--- config.mk ---
export PLATFORM = sky130hd
export DESIGN_NAME = cmp_feeder_flat
export DESIGN_NICKNAME = d
export VERILOG_FILES = /design/src/rtl/cmp_feeder_if.sv /design/src/rtl/cmp_feeder.sv /design/src/flat_wrapper.sv
export SDC_FILE = /design/constraint.sdc
export NUM_CORES = 1
export LEC_CHECK = 0
export CORE_ASPECT_RATIO = 0.8
export CORE_UTILIZATION = 47
export CTS_CLUSTER_SIZE = 28
export DETAILED_ROUTE_END_ITERATION = 6
export GPL_TIMING_DRIVEN = 0
export PLACE_DENSITY = 0.79
export SETUP_SLACK_MARGIN = 0.4
export SLEW_MARGIN = 30
export SYNTH_ARGS = -nofsm -noshare
export SYNTH_HDL_FRONTEND = slang
export SYNTH_SLANG_ARGS = --single-unit
--- constraint.sdc ---
create_clock -name clk -period 2.5 [get_ports clk]
set_input_delay 0.5 -clock clk [delete_from_list [all_inputs] [get_ports clk]]
set_output_delay 0.5 -clock clk [all_outputs]
set_load 0.02 [all_outputs]
--- src/rtl/cmp_feeder_if.sv ---
// Handshake bundle between the data feeder and the compare ALU (cmpalu).
// The feeder drives column/row data with one-cycle ready strobes and the
// launch pulse. The ALU drives its next-column/next-row requests, the done
// flag and the 16-bit result.
//   master : feeder side  (drives bitcolumn, bitrow, *ready, cmp_start)
//   slave  : cmpalu side  (drives nextcolumn, nextrow, done, result)
interface cmp_feeder_if #(
  parameter int COL_W = 64,
  parameter int ROW_W = 24
);
  logic             nextcolumn;
  logic             nextrow;
  logic             done;
  logic [15:0]      result;
  logic [COL_W-1:0] bitcolumn;
  logic [ROW_W-1:0] bitrow;
  logic             nextcolumnready;
  logic             nextrowready;
  logic             cmp_start;

  modport master (
    input  nextcolumn, nextrow, done, result,
    output bitcolumn, bitrow, nextcolumnready, nextrowready, cmp_start
  );

  modport slave (
    output nextcolumn, nextrow, done, result,
    input  bitcolumn, bitrow, nextcolumnready, nextrowready, cmp_start
  );
endinterface

--- src/rtl/cmp_feeder.sv ---
// Data-supply end of the compare-ALU handshake. Fetches image columns and
// template rows from a shared single-port synchronous RAM, answers cmpalu
// requests with data plus a one-cycle ready strobe, launches the compare
// and captures the result when cmpalu reports done.
// Ports:
//   clk, rst          clock, synchronous active-high reset
//   start             one-cycle job start (honoured only while idle)
//   col_base/num_cols first column address and column count, latched on start
//   row_base/num_rows first row address and row count, latched on start
//   mem_rd/mem_addr   RAM read strobe and address
//   mem_rdata         RAM data, valid the cycle after mem_rd
//   alu               cmpalu handshake (master side)
//   res_out/res_valid captured result and its one-cycle strobe
//   busy              high whenever a job is in progress
module cmp_feeder #(
  parameter int ADDR_W = 10,
  parameter int COL_W  = 64,
  parameter int ROW_W  = 24,
  parameter int CNT_W  = 7
) (
  input  logic              clk,
  input  logic              rst,
  input  logic              start,
  input  logic [ADDR_W-1:0] col_base,
  input  logic [CNT_W-1:0]  num_cols,
  input  logic [ADDR_W-1:0] row_base,
  input  logic [CNT_W-1:0]  num_rows,
  output logic              mem_rd,
  output logic [ADDR_W-1:0] mem_addr,
  input  logic [COL_W-1:0]  mem_rdata,
  cmp_feeder_if.master      alu,
  output logic [15:0]       res_out,
  output logic              res_valid,
  output logic              busy
);

  typedef enum logic [2:0] {
    IDLE, PRIME_COL, PRIME_ROW, LAUNCH, SERVE, RD_COL, RD_ROW, CAPTURE
  } state_e;

  state_e             state_q;
  logic [1:0]         phase_q;
  logic [ADDR_W-1:0]  colBase_q, rowBase_q;
  logic [CNT_W-1:0]   numCols_q, numRows_q;
  logic [CNT_W-1:0]   colIdx_q, rowIdx_q;
  logic               pendCol_q, pendRow_q;
  logic               pad_q;
  logic               memRd_q;
  logic [ADDR_W-1:0]  memAddr_q;
  logic [COL_W-1:0]   bitCol_q;
  logic [ROW_W-1:0]   bitRow_q;
  logic               colReady_q, rowReady_q, cmpStart_q;
  logic [15:0]        resOut_q;
  logic               resValid_q, busy_q;

  logic               colAvail, rowAvail, clrCol, clrRow;
  logic [ADDR_W-1:0]  colAddr, rowAddr;

  assign colAvail = (colIdx_q < numCols_q);
  assign rowAvail = (rowIdx_q < numRows_q);
  assign colAddr  = colBase_q + ADDR_W'(colIdx_q);
  assign rowAddr  = rowBase_q + ADDR_W'(rowIdx_q);
  // A request is retired in the cycle its ready strobe is shown.
  assign clrCol   = (state_q == RD_COL) && (phase_q == 2'd2);
  assign clrRow   = (state_q == RD_ROW) && (phase_q == 2'd2);

  // Each fetch runs three phases: 0 = RAM read issued, 1 = RAM data
  // registered (or zero padding once the index passes the count),
  // 2 = ready strobe. pad_q remembers that the fetch is past the end so no
  // RAM read is issued and zeros are loaded; the index then saturates.
  // Pending flags are sticky: a new request in the retiring cycle wins over
  // the clear so it is never lost, and repeats while pending merge.
  always_ff @(posedge clk) begin
    if (rst) begin
      state_q    <= IDLE;
      phase_q    <= '0;
      colBase_q  <= '0;
      rowBase_q  <= '0;
      numCols_q  <= '0;
      numRows_q  <= '0;
      colIdx_q   <= '0;
      rowIdx_q   <= '0;
      pendCol_q  <= 1'b0;
      pendRow_q  <= 1'b0;
      pad_q      <= 1'b0;
      memRd_q    <= 1'b0;
      memAddr_q  <= '0;
      bitCol_q   <= '0;
      bitRow_q   <= '0;
      colReady_q <= 1'b0;
      rowReady_q <= 1'b0;
      cmpStart_q <= 1'b0;
      resOut_q   <= '0;
      resValid_q <= 1'b0;
      busy_q     <= 1'b0;
    end else begin
      memRd_q    <= 1'b0;
      colReady_q <= 1'b0;
      rowReady_q <= 1'b0;
      cmpStart_q <= 1'b0;
      resValid_q <= 1'b0;

      if (state_q == IDLE) begin
        pendCol_q <= 1'b0;
        pendRow_q <= 1'b0;
      end else begin
        pendCol_q <= (pendCol_q & ~clrCol) | alu.nextcolumn;
        pendRow_q <= (pendRow_q & ~clrRow) | alu.nextrow;
      end

      case (state_q)
        IDLE: begin
          if (start) begin
            colBase_q <= col_base;
            rowBase_q <= row_base;
            numCols_q <= num_cols;
            numRows_q <= num_rows;
            colIdx_q  <= '0;
            rowIdx_q  <= '0;
            phase_q   <= '0;
            memRd_q   <= (num_cols != '0);
            memAddr_q <= col_base;
            pad_q     <= (num_cols == '0);
            busy_q    <= 1'b1;
            state_q   <= PRIME_COL;
          end
        end
        PRIME_COL, RD_COL: begin
          case (phase_q)
            2'd0: phase_q <= 2'd1;
            2'd1: begin
              bitCol_q   <= pad_q ? '0 : mem_rdata;
              if (!pad_q) colIdx_q <= colIdx_q + 1'b1;
              colReady_q <= 1'b1;
              phase_q    <= 2'd2;
            end
            default: begin
              phase_q <= '0;
              if (state_q == PRIME_COL) begin
                memRd_q   <= rowAvail;
                memAddr_q <= rowAddr;
                pad_q     <= !rowAvail;
                state_q   <= PRIME_ROW;
              end else begin
                state_q <= SERVE;
              end
            end
          endcase
        end
        PRIME_ROW, RD_ROW: begin
          case (phase_q)
            2'd0: phase_q <= 2'd1;
            2'd1: begin
              bitRow_q   <= pad_q ? '0 : mem_rdata[ROW_W-1:0];
              if (!pad_q) rowIdx_q <= rowIdx_q + 1'b1;
              rowReady_q <= 1'b1;
              phase_q    <= 2'd2;
            end
            default: begin
              phase_q <= '0;
              if (state_q == PRIME_ROW) begin
                cmpStart_q <= 1'b1;
                state_q    <= LAUNCH;
              end else begin
                state_q <= SERVE;
              end
            end
          endcase
        end
        LAUNCH: state_q <= SERVE;
        // done outranks pending fetches; columns outrank rows.
        SERVE: begin
          if (alu.done) begin
            resOut_q   <= alu.result;
            resValid_q <= 1'b1;
            state_q    <= CAPTURE;
          end else if (pendCol_q) begin
            memRd_q   <= colAvail;
            memAddr_q <= colAddr;
            pad_q     <= !colAvail;
            phase_q   <= '0;
            state_q   <= RD_COL;
          end else if (pendRow_q) begin
            memRd_q   <= rowAvail;
            memAddr_q <= rowAddr;
            pad_q     <= !rowAvail;
            phase_q   <= '0;
            state_q   <= RD_ROW;
          end
        end
        CAPTURE: begin
          busy_q  <= 1'b0;
          state_q <= IDLE;
        end
        default: state_q <= IDLE;
      endcase
    end
  end

  assign mem_rd              = memRd_q;
  assign mem_addr            = memAddr_q;
  assign alu.bitcolumn       = bitCol_q;
  assign alu.bitrow          = bitRow_q;
  assign alu.nextcolumnready = colReady_q;
  assign alu.nextrowready    = rowReady_q;
  assign alu.cmp_start       = cmpStart_q;
  assign res_out             = resOut_q;
  assign res_valid           = resValid_q;
  assign busy                = busy_q;

endmodule
--- src/flat_wrapper.sv ---
// flat-port wrapper written by rule: the top's interface ports become plain ports
module cmp_feeder_flat 
#(
  parameter int ADDR_W = 10,
  parameter int COL_W  = 64,
  parameter int ROW_W  = 24,
  parameter int CNT_W  = 7
)
  (clk, rst, start, col_base, num_cols, row_base, num_rows, mem_rd, mem_addr, mem_rdata, res_out, res_valid, busy, alu_nextcolumn, alu_nextrow, alu_done, alu_result, alu_bitcolumn, alu_bitrow, alu_nextcolumnready, alu_nextrowready, alu_cmp_start);
  cmp_feeder_if #(.COL_W(COL_W), .ROW_W(ROW_W)) alu_i ();
  input  logic clk;
  input  logic rst;
  input  logic start;
  input  logic [ADDR_W-1:0] col_base;
  input  logic [CNT_W-1:0] num_cols;
  input  logic [ADDR_W-1:0] row_base;
  input  logic [CNT_W-1:0] num_rows;
  output logic mem_rd;
  output logic [ADDR_W-1:0] mem_addr;
  input  logic [COL_W-1:0] mem_rdata;
  output logic [15:0] res_out;
  output logic res_valid;
  output logic busy;
  input wire logic [$bits(alu_i.nextcolumn)-1:0] alu_nextcolumn;
  input wire logic [$bits(alu_i.nextrow)-1:0] alu_nextrow;
  input wire logic [$bits(alu_i.done)-1:0] alu_done;
  input wire logic [$bits(alu_i.result)-1:0] alu_result;
  output wire logic [$bits(alu_i.bitcolumn)-1:0] alu_bitcolumn;
  output wire logic [$bits(alu_i.bitrow)-1:0] alu_bitrow;
  output wire logic [$bits(alu_i.nextcolumnready)-1:0] alu_nextcolumnready;
  output wire logic [$bits(alu_i.nextrowready)-1:0] alu_nextrowready;
  output wire logic [$bits(alu_i.cmp_start)-1:0] alu_cmp_start;
  assign alu_i.nextcolumn = alu_nextcolumn;
  assign alu_i.nextrow = alu_nextrow;
  assign alu_i.done = alu_done;
  assign alu_i.result = alu_result;
  assign alu_bitcolumn = alu_i.bitcolumn;
  assign alu_bitrow = alu_i.bitrow;
  assign alu_nextcolumnready = alu_i.nextcolumnready;
  assign alu_nextrowready = alu_i.nextrowready;
  assign alu_cmp_start = alu_i.cmp_start;
  cmp_feeder #(.ADDR_W(ADDR_W), .COL_W(COL_W), .ROW_W(ROW_W), .CNT_W(CNT_W)) u_core (.clk(clk), .rst(rst), .start(start), .col_base(col_base), .num_cols(num_cols), .row_base(row_base), .num_rows(num_rows), .mem_rd(mem_rd), .mem_addr(mem_addr), .mem_rdata(mem_rdata), .alu(alu_i), .res_out(res_out), .res_valid(res_valid), .busy(busy));
endmodule
==> run_results.csv <==
group,metric,value,unit
place,hpwl,17400,um
min_path,hp-start,"u_core.alu.bitcolumn[8]",
grt,grt_max_degree,17,
grt,grt_pass1_wl,36000,um
outcome,status,"finished clean",
critical_path,reg2reg_depth,7,
power_and_ir_drop,p_per_area,793,mW/mm2
logic_synthesis,synth.yosys.seq_area_share,46.0,%
critical_path,crit_path_end_kind,"flop",
grt,grt_util_all_layers,28.2,%
timing,rsz0062_at_grt,"true",
route,post_drt_wl_per_cell,17.2,um
critical_path,path_class,"reg -> reg",
layout,diodes,0,
clock_tree,clk-insertion-delay-late,0.44,ns
power_and_ir_drop,p_leak,4.18,nW
logic_synthesis,syn_inst,920,
floorplan,die_h,116,um
grt,grt_pass1_vias,6988,
route,drc,0,
power_and_ir_drop,pwr-share-clk,28.5,%
critical_path,slowest_delay,0.50,ns
logic_synthesis,synth_top_area_cell,"dfxtp_1",
timing,whs,0.453,ns
timing,slew_headroom,55.2,%
timing,finClkSkew,0.00731,ns
logic_synthesis,synth_edf_count,0,
logic_synthesis,syn_area,0.00766,mm2
critical_path,path_cells,"ha_4 > and3_4 > a2111oi_4 > a211oi_2 > xor2_1 > a21oi_1 > o31ai_1",
route,via_per_inst,5.34,
clock_tree,root_buffer,"clkbuf_16",
clock_tree,clk_pin_slew_worst_paths,0.07,ns
floorplan,dieArea,0.0168,mm2
grt,grt_overflow_total,0,
critical_path,worstPathRequired,2.84,ns
floorplan,rows,41,
clock_tree,htree_levels,4,
critical_path,critPathMaxFanout,5,
min_path,holdPathEnd,"u_core.alu.bitcolumn[8]",
floorplan,die_w,145,um
critical_path,r2r_end,"u_core.mem_addr[9]",
layout,drive_gt1_share,13.7,%
critical_path,crit_arrival,2.59,ns
clock_tree,hold_buffers,0,
logic_synthesis,async_reset_ff_share,0,%
power_and_ir_drop,pwr-share-comb,34.5,%
floorplan,io_pins,240,
clock_tree,numCtsBuffers,17,
timing,fin_setup_tns,0,ns
power_and_ir_drop,peakVddDrop,662,uV
min_path,hold_depth,2,
job,drv_cap,0,
place,port_buffers,238,
logic_synthesis,syn_nets,1075,
clock_tree,clockBufferDepth,2,
grt,antenna_found_initial,0,
route,ant_nets,0,
route,drt-initial-drc-count,579,
place,place_ws,-0.160,ns
route,drt_wl_total,24600,um
power_and_ir_drop,p_switching,3.26,mW
place,place_congestion,0.921,
floorplan,initial_utilization,48.3,%
clock_tree,tritoncts,"yes",
timing,setup_viol,0,
critical_path,start_kind,"flop",
timing,postLayoutSetupSlackWorst,0.242,ns
power_and_ir_drop,sequentialPowerShare,36.9,%
timing,hold_viol_final,0,
timing,fmax,0.443,GHz
timing,slew_violations,0,
layout,post-route-util,72.5,%
floorplan,core_area,0.0159,mm2
critical_path,r2r_start,"u_core.rowIdx_q[4]",
layout,area_growth,50.1,%
layout,stdcell_count,1430,
power_and_ir_drop,switching_share,35.7,%
layout,nets,1357,
route,num_vias,7639,
timing,finalCritPeriodShare,90.3,%
clock_tree,clock-sinks,176,
critical_path,cp_slowest_cell,"a2111oi_4",
logic_synthesis,synth_seq_cells,176,
place,place_inst,1373,
logic_synthesis,synth_top_area_share,46.0,%
logic_synthesis,yosysUniqueCellTypes,61,
timing,tightest_slew,0.672,ns
timing,period_needed,2.26,ns
logic_synthesis,synthFlopType,"dfxtp_1",
logic_synthesis,synth_area_leaders,"dfxtp_1 (46%), nand2_1 (11%), a21oi_1 (8.1%)",
min_path,hold_class,"reg -> reg",
power_and_ir_drop,p_int,5.86,mW
logic_synthesis,yosys_warnings,0,
logic_synthesis,syn_avg_cell_area,8.32,um2
layout,fillers,1197,
critical_path,r2r_slack,0.24,ns
route,dr.pass1.iters,6,
power by group through the flow:
stage | combinational [mW] | clock, mW | sequential [mW]
floorplan | 1.49 | 0 | 3.57
global placement | 2.72 | 0 | 3.39
detailed placement | 2.76 | 0 | 3.40
CTS | 2.86 | 2.61 | 3.35
global route | 3.39 | 2.74 | 3.39
finish | 3.15 | 2.60 | 3.37
critical path, delay by kind of cell, from the launching register on:
kind                     cells  cell delay (ns)
XOR/XNOR                     1             0.27
adder cells (fa/ha/maj)      1             0.25
AND/OR/NAND/NOR              1             0.18
flip-flops                   1             0.35
AO/OA/AOI/OAI                4             1.10
cell usage in the layout, fill, tap and decap left out, types with 4 or more instances in the layout:
master and instances:
and3_4 4, nand3_1 7, or3_1 6, buf_4 26
clkbuf_2 21, dfxtp_1 157, xnor2_1 7, nand2_2 4
o21ai_0 21, a22o_1 40, clkdlybuf4s50_1 238, clkbuf_1 24
o21a_1 5, nand2b_1 12, inv_1 22, clkbuf_16 17
a211oi_2 4, clkinvlp_4 4, and2_1 7, xor2_1 7
nor3_1 11, clkinv_4 4, a211oi_1 11, dfxtp_2 9
nand2_1 225, nor2b_1 27, a22oi_1 4, ha_1 22
nor2_1 44, a21oi_1 119, ha_4 10, dfxtp_4 10
registers in the layout (all words and copies together) (netlist names), 2 cells and up:
| name | flops |
|---|---|
| u_core.res_out | 16 |
| u_core.state_q | 3 |
| u_core.numCols_q | 7 |
| u_core.rowIdx_q | 7 |
| u_core.colBase_q | 10 |
| u_core.rowBase_q | 10 |
| u_core.alu.bitcolumn | 64 |
| u_core.phase_q | 2 |
| u_core.alu.bitrow | 24 |
| u_core.colIdx_q | 7 |
| u_core.mem_addr | 10 |
| u_core.numRows_q | 7 |
per-layer routing:
metal	global-route usage, %	up-vias	wire length, um
li1	-	3723	-
met1	37.0	3555	10400
met2	44.9	317	11300
met3	8.24	44	2400
met4	8.49	0	514
met5	0	-	0
cells by family (layout without fill, tap and decap cells):
logic type	Yosys count	count (layout)	synth area share, %
buffers and inverters	78	373	3.97
and+or+nand+nor	372	372	21.5
adders and majority gates	35	35	5.92
AOI/OAI and AO/OA	241	241	20.4
DFF	176	176	46.0
muxes	3	3	0.425
xor gates and xnor gates	15	15	1.72
cells in the mapped netlist (all sizes together), types with 4 or more instances:
| master | count |
|---|---|
| and2 | 8 |
| nor2 | 46 |
| nor3 | 14 |
| a211oi | 16 |
| a22oi | 4 |
| inv | 24 |
| nand3 | 7 |
| nor2b | 29 |
| o21a | 5 |
| xor2 | 7 |
| a2111oi | 4 |
| nand2b | 14 |
| a22o | 40 |
| ha | 33 |
| nand2 | 230 |
| xnor2 | 8 |
| buf | 8 |
| clkbuf | 46 |
| a21oi | 125 |
| o21ai | 23 |
| dfxtp | 176 |
| nand4 | 4 |
| and3 | 5 |
| or3 | 6 |
timing repair:
item / in CTS / in global routing
gates cloned: 0 / 0
setup buffers: 8 / 17
pin swaps: 12 / 35
resized for setup: 40 / 95
endpoints found under the hold margin: 0 / 0
endpoints found under the setup margin: 75 / 146
per-stage QoR:
| stage | cell area (um2) | power (mW) |
|---|---|---|
| floorplan | 7660 | 5.06 |
| detailed placement | 10300 | 6.15 |
| finish | 11500 | 9.11 |
| CTS | 11100 | 8.82 |
| global route | 11500 | 9.53 |
| global placement | 10300 | 6.10 |
worst max path at each step:
| stage | start | to | slack, ns | cells past startpoint |
|---|---|---|---|---|
| finish | u_core.rowIdx_q[4] | u_core.mem_addr[9] | 0.24 | 7 |
| global placement | alu_done | u_core.mem_addr[4] | -0.15 | 5 |
| floorplan | u_core.colIdx_q[2] | u_core.mem_addr[9] | 0.45 | 7 |
| detailed placement | alu_done | u_core.mem_addr[4] | -0.16 | 5 |
| global route | u_core.rowIdx_q[1] | u_core.mem_addr[9] | 0.12 | 7 |
| CTS | u_core.colIdx_q[0] | u_core.mem_addr[6] | 0.30 | 9 |
final cells by class:
cell class,instances,area (um2),share of cell area (%)
multi-input combinational,666,4160,36.2
clock inverter,14,134,1.17
buffer,54,258,2.24
timing repair buffer,263,2570,22.3
tap,215,269,2.34
sequential,176,3570,31.1
clock buffer,18,439,3.82
inverter,24,90.1,0.784
Power figures use the tool's default switching activity.
